==> src/rtl/set_bus_pkg.sv <==
`default_nettype none
// +----------------------------------------------------------------------+
// | set_bus_pkg                                                          |
// | Shared widths, FSM states and grant encoding for the set-bus arbiter |
// | Rev 1.0                                                              |
// +----------------------------------------------------------------------+
package set_bus_pkg;

  localparam int unsigned SB_AW     = 16;
  localparam int unsigned SB_DW     = 16;
  localparam int unsigned SB_RD_LAT = 2;

  typedef enum logic [1:0] {
    IDLE  = 2'd0,
    ISSUE = 2'd1,
    WAIT  = 2'd2
  } state_e;

  typedef enum logic {
    GNT_A = 1'b0,
    GNT_B = 1'b1
  } grant_e;

  function automatic logic [7:0] sat_inc8(input logic [7:0] v);
    return (v == 8'hFF) ? v : v + 8'd1;
  endfunction

endpackage
`default_nettype wire

==> src/rtl/set_a_capture.sv <==
`default_nettype none
// +----------------------------------------------------------------------+
// | set_a_capture                                                        |
// | One-deep holding register for port A strobes plus overflow counter   |
// | Rev 1.0                                                              |
// +----------------------------------------------------------------------+
module set_a_capture
  import set_bus_pkg::*;
#(
  parameter int AW = SB_AW,
  parameter int DW = SB_DW
) (
  input  logic          clk_i,
  input  logic          reset_i,
  input  logic          a_wr_en,
  input  logic [AW-1:0] a_wr_addr,
  input  logic [DW-1:0] a_wr_data,
  input  logic          a_rd_en,
  input  logic [AW-1:0] a_rd_addr,
  input  logic          grant_a,
  output logic          pend,
  output logic          pend_we,
  output logic [AW-1:0] pend_addr,
  output logic [DW-1:0] pend_data,
  output logic [7:0]    ovf_cnt
);

  logic          pend_q, pend_d;
  logic          we_q, we_d;
  logic [AW-1:0] addr_q, addr_d;
  logic [DW-1:0] data_q, data_d;
  logic [7:0]    ovf_q, ovf_d;
  logic          strobe;
  logic          accept;

  always_comb begin
    strobe = a_wr_en | a_rd_en;
    // A slot being granted this cycle frees up in time for a new strobe.
    accept = ~pend_q | grant_a;
    pend_d = pend_q;
    we_d   = we_q;
    addr_d = addr_q;
    data_d = data_q;
    ovf_d  = ovf_q;
    if (grant_a) begin
      pend_d = 1'b0;
    end
    if (strobe && accept) begin
      pend_d = 1'b1;
      we_d   = a_wr_en;
      addr_d = a_wr_en ? a_wr_addr : a_rd_addr;
      data_d = a_wr_en ? a_wr_data : data_q;
    end
    if ((strobe && !accept) || (a_wr_en && a_rd_en)) begin
      ovf_d = sat_inc8(ovf_q);
    end
  end

  always_ff @(posedge clk_i) begin
    if (reset_i) begin
      pend_q <= 1'b0;
      we_q   <= 1'b0;
      addr_q <= '0;
      data_q <= '0;
      ovf_q  <= 8'd0;
    end else begin
      pend_q <= pend_d;
      we_q   <= we_d;
      addr_q <= addr_d;
      data_q <= data_d;
      ovf_q  <= ovf_d;
    end
  end

  assign pend      = pend_q;
  assign pend_we   = we_q;
  assign pend_addr = addr_q;
  assign pend_data = data_q;
  assign ovf_cnt   = ovf_q;

endmodule
`default_nettype wire

==> src/rtl/set_bus_arbiter.sv <==
`default_nettype none
// +----------------------------------------------------------------------+
// | set_bus_arbiter                                                      |
// | Round-robin sharing of the settings bus between SPI strobes (A) and  |
// | a local req/ack master (B), one access at a time. Rev 1.0            |
// +----------------------------------------------------------------------+
module set_bus_arbiter
  import set_bus_pkg::*;
#(
  parameter int AW     = SB_AW,
  parameter int DW     = SB_DW,
  parameter int RD_LAT = SB_RD_LAT
) (
  input  logic          clk_i,
  input  logic          reset_i,
  input  logic          a_wr_en,
  input  logic [AW-1:0] a_wr_addr,
  input  logic [DW-1:0] a_wr_data,
  input  logic          a_rd_en,
  input  logic [AW-1:0] a_rd_addr,
  output logic [DW-1:0] a_rd_data,
  output logic          a_rd_valid,
  input  logic          b_req,
  input  logic          b_we,
  input  logic [AW-1:0] b_addr,
  input  logic [DW-1:0] b_wdata,
  output logic          b_ack,
  output logic [DW-1:0] b_rdata,
  output logic          b_rvalid,
  output logic          m_wr_en,
  output logic [AW-1:0] m_wr_addr,
  output logic [DW-1:0] m_wr_data,
  output logic          m_rd_en,
  output logic [AW-1:0] m_rd_addr,
  input  logic [DW-1:0] m_rd_data,
  output logic [7:0]    ovf_cnt
);

  localparam logic [2:0] LAT_C = 3'(RD_LAT);

  state_e        state_q, state_d;
  grant_e        last_q, last_d;
  grant_e        gnt_q, gnt_d;
  grant_e        sel;
  logic [2:0]    lat_q, lat_d;
  logic          m_wr_en_q, m_wr_en_d;
  logic          m_rd_en_q, m_rd_en_d;
  logic [AW-1:0] m_wr_addr_q, m_wr_addr_d;
  logic [DW-1:0] m_wr_data_q, m_wr_data_d;
  logic [AW-1:0] m_rd_addr_q, m_rd_addr_d;
  logic          b_ack_q, b_ack_d;
  logic [DW-1:0] a_rd_data_q, a_rd_data_d;
  logic [DW-1:0] b_rdata_q, b_rdata_d;

  logic          grant_a;
  logic          rd_done;
  logic          req_we;
  logic [AW-1:0] req_addr;
  logic [DW-1:0] req_data;

  logic          a_pend;
  logic          a_pend_we;
  logic [AW-1:0] a_pend_addr;
  logic [DW-1:0] a_pend_data;

  set_a_capture #(
    .AW (AW),
    .DW (DW)
  ) u_a_capture (
    .clk_i     (clk_i),
    .reset_i   (reset_i),
    .a_wr_en   (a_wr_en),
    .a_wr_addr (a_wr_addr),
    .a_wr_data (a_wr_data),
    .a_rd_en   (a_rd_en),
    .a_rd_addr (a_rd_addr),
    .grant_a   (grant_a),
    .pend      (a_pend),
    .pend_we   (a_pend_we),
    .pend_addr (a_pend_addr),
    .pend_data (a_pend_data),
    .ovf_cnt   (ovf_cnt)
  );

  always_comb begin
    state_d     = state_q;
    last_d      = last_q;
    gnt_d       = gnt_q;
    lat_d       = lat_q;
    m_wr_en_d   = 1'b0;
    m_rd_en_d   = 1'b0;
    m_wr_addr_d = m_wr_addr_q;
    m_wr_data_d = m_wr_data_q;
    m_rd_addr_d = m_rd_addr_q;
    b_ack_d     = 1'b0;
    sel         = GNT_A;
    grant_a     = 1'b0;
    rd_done     = 1'b0;
    req_we      = a_pend_we;
    req_addr    = a_pend_addr;
    req_data    = a_pend_data;
    case (state_q)
      IDLE: begin
        if (a_pend || b_req) begin
          if (a_pend && b_req) begin
            sel = (last_q == GNT_B) ? GNT_A : GNT_B;
          end else begin
            sel = a_pend ? GNT_A : GNT_B;
          end
          if (sel == GNT_B) begin
            req_we   = b_we;
            req_addr = b_addr;
            req_data = b_wdata;
          end
          grant_a = (sel == GNT_A);
          gnt_d   = sel;
          last_d  = sel;
          b_ack_d = (sel == GNT_B);
          if (req_we) begin
            m_wr_en_d   = 1'b1;
            m_wr_addr_d = req_addr;
            m_wr_data_d = req_data;
          end else begin
            m_rd_en_d   = 1'b1;
            m_rd_addr_d = req_addr;
          end
          state_d = ISSUE;
        end
      end
      ISSUE: begin
        if (m_rd_en_q) begin
          lat_d   = 3'd1;
          state_d = WAIT;
        end else begin
          state_d = IDLE;
        end
      end
      WAIT: begin
        // Final WAIT cycle is the one in which the register file data is valid.
        if (lat_q == LAT_C) begin
          rd_done = 1'b1;
          state_d = IDLE;
        end else begin
          lat_d = lat_q + 3'd1;
        end
      end
      default: state_d = IDLE;
    endcase
  end

  // Read data is forwarded in the completion cycle and held in a register after.
  assign a_rd_valid  = rd_done & (gnt_q == GNT_A) & ~reset_i;
  assign b_rvalid    = rd_done & (gnt_q == GNT_B) & ~reset_i;
  assign a_rd_data_d = a_rd_valid ? m_rd_data : a_rd_data_q;
  assign b_rdata_d   = b_rvalid ? m_rd_data : b_rdata_q;
  assign a_rd_data   = a_rd_data_d;
  assign b_rdata     = b_rdata_d;

  always_ff @(posedge clk_i) begin
    if (reset_i) begin
      state_q     <= IDLE;
      last_q      <= GNT_B;
      gnt_q       <= GNT_A;
      lat_q       <= 3'd0;
      m_wr_en_q   <= 1'b0;
      m_rd_en_q   <= 1'b0;
      m_wr_addr_q <= '0;
      m_wr_data_q <= '0;
      m_rd_addr_q <= '0;
      b_ack_q     <= 1'b0;
      a_rd_data_q <= '0;
      b_rdata_q   <= '0;
    end else begin
      state_q     <= state_d;
      last_q      <= last_d;
      gnt_q       <= gnt_d;
      lat_q       <= lat_d;
      m_wr_en_q   <= m_wr_en_d;
      m_rd_en_q   <= m_rd_en_d;
      m_wr_addr_q <= m_wr_addr_d;
      m_wr_data_q <= m_wr_data_d;
      m_rd_addr_q <= m_rd_addr_d;
      b_ack_q     <= b_ack_d;
      a_rd_data_q <= a_rd_data_d;
      b_rdata_q   <= b_rdata_d;
    end
  end

  assign m_wr_en   = m_wr_en_q;
  assign m_rd_en   = m_rd_en_q;
  assign m_wr_addr = m_wr_addr_q;
  assign m_wr_data = m_wr_data_q;
  assign m_rd_addr = m_rd_addr_q;
  assign b_ack     = b_ack_q;

endmodule
`default_nettype wire
==> config.mk <==
export PLATFORM = sky130hd
export DESIGN_NAME = set_bus_arbiter
export DESIGN_NICKNAME = d
export VERILOG_FILES = /design/src/rtl/set_bus_pkg.sv /design/src/rtl/set_a_capture.sv /design/src/rtl/set_bus_arbiter.sv
export SDC_FILE = /design/constraint.sdc
export NUM_CORES = 1
export LEC_CHECK = 0
export ABC_AREA = 1
export CAP_MARGIN = 30
export CORE_ASPECT_RATIO = 0.9
export CORE_MARGIN = 3
export CORE_UTILIZATION = 30
export CTS_CLUSTER_DIAMETER = 50
export CTS_CLUSTER_SIZE = 14
export DETAILED_ROUTE_END_ITERATION = 8
export DONT_BUFFER_PORTS = 1
export GPL_TIMING_DRIVEN = 0
export SYNTH_ARGS = -nofsm -noshare
export SYNTH_HDL_FRONTEND = slang
export SYNTH_SLANG_ARGS = --single-unit
==> constraint.sdc <==
create_clock -name clk_i -period 1.9 [get_ports clk_i]
set_clock_uncertainty 0.2 [all_clocks]
set_input_delay 0.19 -clock clk_i [delete_from_list [all_inputs] [get_ports clk_i]]
set_output_delay 0.19 -clock clk_i [all_outputs]
set_load 0.005 [all_outputs]
==> results of run 1 <==
==> sequential cells by signal (all words and copies together) (netlist names), 2 cells and up <==
| signal | count |
|---|---|
| a_rd_data_q | 16 |
| u_a_capture.pend_addr | 16 |
| state_q | 2 |
| lat_q | 3 |
| u_a_capture.ovf_cnt | 8 |
| u_a_capture.pend_data | 16 |
| m_wr_addr | 16 |
| b_rdata_q | 16 |
| m_wr_data | 16 |
| m_rd_addr | 16 |
==> layout by cell type (no fill, tap or decap), types with 10 or more instances in the layout <==
| cell | count |
|---|---|
| nand2_1 | 191 |
| dfxtp_1 | 129 |
| inv_1 | 100 |
| dlygate4sd3_1 | 99 |
| a21oi_1 | 94 |
| o21ai_0 | 55 |
| nand3_1 | 48 |
| a211oi_1 | 32 |
| inv_2 | 29 |
| a21oi_2 | 24 |
| nand2_2 | 20 |
| clkbuf_16 | 17 |
| buf_4 | 16 |
| buf_2 | 15 |
| clkbuf_1 | 15 |
| nor2_1 | 13 |
| o21ai_1 | 10 |
==> cell families (layout without fill, tap and decap cells) <==
kind of cell,after synthesis,in the layout
flip-flops,132,132
adder cells (fa/ha/maj),3,3
XOR/XNOR,2,2
buffers and inverters,181,330
AO/OA/AOI/OAI,225,225
AND/OR/NAND/NOR,289,289
==> final timing paths <==
check | endpoint | cells after the start | startpoint
setup / recovery | a_rd_data[13] | 9 | lat_q[0]
hold / removal | u_a_capture.pend_addr[1] | 4 | a_rd_en
setup reg to reg | m_rd_addr[15] | 8 | state_q[1]
hold reg to reg | u_a_capture.pend_addr[15] | 2 | u_a_capture.pend_addr[15]
==> cell type report <==
type	instances	area share (%)
sequential	132	31.8
clock inverter	14	2.03
timing repair buffer	117	13.9
clock buffer	18	5.27
inverter	132	6.05
tap	245	3.68
multi-input combinational	519	33.5
buffer	49	3.71
==> critical path, cell delays in order (launching register included) <==
cell,delay (ns)
dfxtp_2,0.32
inv_2,0.07
ha_4,0.12
inv_2,0.04
nor2_4,0.14
nand3_4,0.18
buf_6,0.19
nand2_2,0.06
inv_2,0.04
a21oi_2,0.14
==> through the flow <==
step                setup TNS [ns]  util, %  hold slack [ns]  worst slack [ns]  total power [mW]
floorplan                        0        -            0.156             0.195              3.63
global placement             -6.28     32.8            0.184            -0.196              3.87
detailed placement           -9.77     32.8            0.185            -0.251              3.88
CTS                          -7.25     43.4         0.000184            -0.251              7.45
global route                 -9.34     44.4            0.141            -0.302              7.74
finish                       -6.17     44.4           0.0763            -0.214              7.39
==> power by group through the flow <==
stage | Combinational [mW] | Clock, mW | Sequential, mW
after global routing | 1.10 | 3.58 | 3.06
after global placement | 0.760 | 0 | 3.11
after detailed placement | 0.770 | 0 | 3.11
final | 0.981 | 3.36 | 3.04
after floorplan | 0.566 | 0 | 3.06
after CTS | 0.958 | 3.44 | 3.05
==> metal layers <==
metal | wire length [µm] | up-vias | part of all wire (%)
li1 | - | 2959 | -
met1 | 8300 | 2655 | 44
met2 | 9120 | 204 | 48
met3 | 1330 | 15 | 7.0
met4 | 208 | 0 | 1.1
met5 | 0 | - | 0
==> what timing repair did <==
| action | 4_1_cts | 5_1_grt |
|---|---|---|
| cloned | 2 | 1 |
| setup buffers | 11 | 4 |
| hold endpoints to repair | 113 | 4 |
| hold buffers | 97 | 2 |
| pin swaps | 3 | 5 |
| gates resized for setup | 109 | 49 |
| setup endpoints to repair | 71 | 70 |
==> metrics, run 1 <==
run status complete, but fails checks; failing checks negative setup slack; DR pass1 iterations 5; worst vdd ir 0.584 mV; Slew @ Worst Pin 0.630 ns; Synth top cells by count nand2_1, dfxtp_1, inv_1; Final ANT Viol Nets 0; multi-input logic area 2790 µm²; cell count after placement 1077; synthesized cell area 5850 µm²; pwr/cell area 887 nW/µm²; Syn Inst Count 832; Seq/Total Area, Yosys 45.2%; largest net degree at the start of global routing 17; RSZ-0062 raised after global routing yes; met3 Use GR 5.44%; startpoint types flip-flop; Sw Share 27.8%; Leakage 3.43 nW; Sequential Power Share 41.2%; Die Area 21200 µm²; Crit path arrival time 1.72 ns; grt met2 use 28.2%; fmax 473 MHz; Post-Layout Cell Count 1226; WS Path Type flip-flop to output port; mux share of post-synthesis cell area 0%; WL final 19.0 mm; drt drc 0; CTS tree done; TritonCTS Sinks 132; GRT Overall Usage 17.2%; number of unique standard cell types used by synthesis 27; synthesized flop and latch total 132; top-count cell post-synth nand2_1; number of enable flip-flop cells after synthesis 0; post-layout minimum cycle time 2.11 ns; CP max FO 7; Main synth FF type dfxtp_1; Pint 5.33 mW; relative slew slack 58.0%; vias 5833; final setup margin -0.214 ns; main combinational cell family by area after synthesis simple AND/OR/NAND/NOR gates; ranking of synthesized cells by area dfxtp_1, nand2_1, a21oi_1; GRT Max-Usage Layer met2; Final period util 111%; HP Class input pin to flip-flop; total grt overflow 0; # fillers 1840; part of the power in combinational logic 13.3%; vias per cell 4.76; Area Overhead vs Synth 42.4%; # rows 47; hpwl dp 13.7 mm; biggest area consumer among synthesized cells dfxtp_1; mean post-synth cell area 7.03 µm²; WL/cell 15.5 µm; Final setup viols 34; XOR/XNOR Fraction of Synth Area 0.299%; Post-DP Area 6160 µm²; CTS Buffer Depth 2; DIE HEIGHT 138 µm; syn nets 937; Finished Cell Area 8330 µm²; clock network fraction of total power 45.5%; clk_lat worst skew 0.42 ns; IO buf count 0; # nets final 1073; Final Max Slew Viols 0; routability cong. 0.846; Final Hold Violating Endpoints 0; Adder-Cell Fraction of Synth Area 0.642%; Worst R2R Setup Slack 0.11 ns; Iteration-0 DRC Markers 287; Core Region 18800 µm²; GR Util met1 22.2%; Sequential cell area 2650 µm²; first-pass GRT wire length 29.6 mm; H-tree lvl count 4; root buffer cell clkbuf_16; simple-gate area share of the yosys netlist 20.7%; maxcap violations 0; number of diodes 0; top cell type's share of synthesized area 45.2%; antenna violations before repair 0; layout cells sized above 1 18.7%; Ys Warns 0; register clock-pin slew on the reported worst setup and hold paths 0.06 ns; Initial Util 31.2%; Compound-Gate Fraction of Synth Area 20.7%; vias in the first global route 5357; Critical Path RT 1.51 ns; share of flip-flops with an asynchronous set or reset 0%; Ports 195; P_sw 2.06 mW; TritonCTS Buffers 17; Die Width 153 µm; CP Capture Type output port
No activity file was read; power rests on OpenSTA's default activity.
==> run 2, diff against run 1 <==
--- a/config.mk
+++ b/config.mk
@@ -7,14 +7,15 @@
 export LEC_CHECK = 0
 export ABC_AREA = 1
 export CAP_MARGIN = 30
-export CORE_ASPECT_RATIO = 0.9
+export CORE_ASPECT_RATIO = 0.8
 export CORE_MARGIN = 3
-export CORE_UTILIZATION = 30
+export CORE_UTILIZATION = 55
 export CTS_CLUSTER_DIAMETER = 50
 export CTS_CLUSTER_SIZE = 14
 export DETAILED_ROUTE_END_ITERATION = 8
 export DONT_BUFFER_PORTS = 1
 export GPL_TIMING_DRIVEN = 0
+export PLACE_DENSITY = 0.7
 export SYNTH_ARGS = -nofsm -noshare
 export SYNTH_HDL_FRONTEND = slang
 export SYNTH_SLANG_ARGS = --single-unit
==> metrics, run 2 (synthesis results as in run 1) <==
Core Region 10300 µm² (was 18800 µm²); Die Width 121 µm (was 153 µm); Iteration-0 DRC Markers 528 (was 287); Slew @ Worst Pin 0.663 ns (was 0.630 ns); worst-case reg-to-reg path depth 13 (was 8); TritonCTS Buffers 17 (unchanged); vias in the first global route 6095 (was 5357); root buffer cell clkbuf_16 (unchanged); most frequent cells in the layout nand2_1, dfxtp_1, inv_1 (unchanged); IO buf count 0 (unchanged); Critical Path RT 1.51 ns (about the same); part of the power in combinational logic 13.4% (was 13.3%); HP Class input pin to flip-flop (unchanged); final setup margin -0.198 ns (was -0.214 ns); Crit path arrival time 1.71 ns (was 1.72 ns); GRT Overall Usage 31.7% (was 17.2%); maxcap violations 0 (unchanged); startpoint types flip-flop (unchanged); Final setup viols 34 (unchanged); Critical R2R Launch lat_q[0] (was state_q[1]); fin util 78.5% (was 44.4%); DR top layer met4 (unchanged); post-layout minimum cycle time 2.10 ns (was 2.11 ns); RSZ-0062 raised after global routing yes (unchanged); Hold Path Stages 4 (unchanged); WL/cell 17.2 µm (was 15.5 µm); # rows 33 (was 47); Pint 5.46 mW (was 5.33 mW); first-pass GRT wire length 30.0 mm (was 29.6 mm); layout cells sized above 1 17.3% (was 18.7%); antenna violations before repair 1 (was 0); Sw Share 26.4% (was 27.8%); hold path start a_rd_en (unchanged); WS Path Type flip-flop to output port (unchanged); DIE HEIGHT 98.3 µm (was 138 µm); TritonCTS Sinks 132 (unchanged); worst path cell trace inv_2 -> ha_4 -> inv_2 -> nor2_4 -> nand3_4 -> buf_6 -> nand2_2 -> inv_2 -> a21oi_2 (unchanged); Final Max Slew Viols 0 (unchanged); Die Area 11900 µm² (was 21200 µm²); worst vdd ir 0.972 mV (was 0.584 mV); Top cell by count, worst path inv_2 (unchanged); vias per cell 5.53 (was 4.76); Slowest-stage cell, CP dfxtp_2 (unchanged); Buf/Inv on CP 4 (unchanged); Final period util 110% (was 111%); Worst Hold Endpoint u_a_capture.pend_addr[15] (was u_a_capture.pend_addr[1]); Sequential Power Share 41.1% (was 41.2%); setup TNS -5.44 ns (was -6.17 ns); P_sw 1.96 mW (was 2.06 mW); clk_lat worst skew 0.41 ns (was 0.42 ns); total grt overflow 0 (unchanged); Final Hold Violating Endpoints 0 (unchanged); CP delay by family, top simple AND/OR/NAND/NOR gates (unchanged); routability cong. 0.902 (was 0.846); CP max FO 5 (was 7); clock network fraction of total power 45.5% (about the same); vias 6177 (was 5833); met3 routed WL 1.75 mm (was 1.33 mm); Worst R2R Setup Slack 0.09 ns (was 0.11 ns); Ports 195 (unchanged); Final ANT Viol Nets 0 (unchanged); register clock-pin slew on the reported worst setup and hold paths 0.06 ns (about the same); CTS tree done (unchanged); crit-path max cell delay 0.33 ns (was 0.32 ns); failing checks negative setup slack (unchanged); run status complete, but fails checks (unchanged); relative slew slack 55.8% (was 58.0%); Leakage 3.39 nW (was 3.43 nW); largest net degree at the start of global routing 17 (unchanged); DP Worst Slack -0.140 ns (was -0.251 ns); fmax 477 MHz (was 473 MHz); WL final 19.2 mm (was 19.0 mm); Post-DP Area 6030 µm² (was 6160 µm²); Area Overhead vs Synth 38.5% (was 42.4%); total power 7.41 mW (was 7.39 mW); pwr/cell area 915 nW/µm² (was 887 nW/µm²); CTS Buffer Depth 2 (unchanged); routed wl met2 9.35 mm (was 9.12 mm); Finished Cell Area 8100 µm² (was 8330 µm²); # nets final 1069 (was 1073); Initial Util 56.7% (was 31.2%); hpwl dp 12.0 mm (was 13.7 mm); CP Capture Type output port (unchanged); DR pass1 iterations 5 (unchanged); commonest non-fill, non-tap cell in the layout nand2_1 (unchanged); H-tree lvl count 4 (unchanged); drt drc 0 (unchanged); Critical R2R Capture lat_q[1] (was m_rd_addr[15]); Metal-1 WL 7.54 mm (was 8.30 mm)
## run 2: changes by cell type in the layout (fill, tap and decap cells not counted), moves of 3 or more
cell / previous run / this run
o21ai_0: 55 / 58
nand2_2: 20 / 14
nand2_1: 191 / 198
inv_8: 4 / 0
## run 2: how the worst max path moves through the flow
| stage | startpoint | to | slack (ns) | cells past startpoint |
|---|---|---|---|---|
| 2_1_floorplan | lat_q[0] | a_rd_data[10] | 0.20 | 8 |
| 3_3_place_gp | lat_q[0] | b_rdata[14] | -0.05 | 9 |
| 3_5_place_dp | lat_q[0] | b_rdata[14] | -0.14 | 9 |
| 4_1_cts | lat_q[0] | b_rdata[13] | -0.17 | 9 |
| 5_1_grt | lat_q[0] | b_rdata[12] | -0.29 | 9 |
| 6_report | lat_q[0] | b_rdata[6] | -0.20 | 9 |
## run 2: stage by stage
step	hold WS [ns]	cells
after floorplan	0.156	832
after global placement	0.174	972
after detailed placement	0.184	972
after CTS	0.101	1113
after global routing	0.128	1118
final	0.125	1118
## run 2: timing repair
item	in CTS	in global routing
setup endpoints to repair	62	64
pin swaps	6	5
endpoints found under the hold margin	115	0
buffers inserted	9	4
resized for setup	109	30
hold buffers	99	0
cloned	1	0
## run 2: power groups by stage
stage	combinational, mW	clock, mW	sequential, mW
after floorplan	0.566	0	3.06
after global placement	0.728	0	3.09
after detailed placement	0.750	0	3.10
after CTS	0.943	3.38	3.04
after global routing	1.10	3.51	3.06
final	0.995	3.38	3.04
## run 2: layout make-up
type,count,area (µm²)
multi-input cells,519,2760
flip-flops and latches,132,2650
fillers,707,2220
repair buffers,113,1110
inverters,132,504
clock buffers,21,460
plain buffers,49,300
well taps,140,175
clock inverters,11,151
diodes,1,2.50
## run 2: routing by layer
layer	GRT usage [%]	vias to the layer above
met3	9.84	56
met4	13.6	0
met1	37.6	2866
met5	0	-
met2	52.9	313
li1	-	2942
## run 2: worst reg2reg max path, stage by stage (launching register included)
cell and delay [ns]:
dfxtp_2 0.33, inv_2 0.07, ha_4 0.13, inv_2 0.04, nor2_4 0.16, buf_4 0.14, buf_4 0.09, inv_1 0.04
nand2_1 0.08, nand2_1 0.12, inv_1 0.09, nor2_1 0.05, a21oi_1 0.13, inv_1 0.05
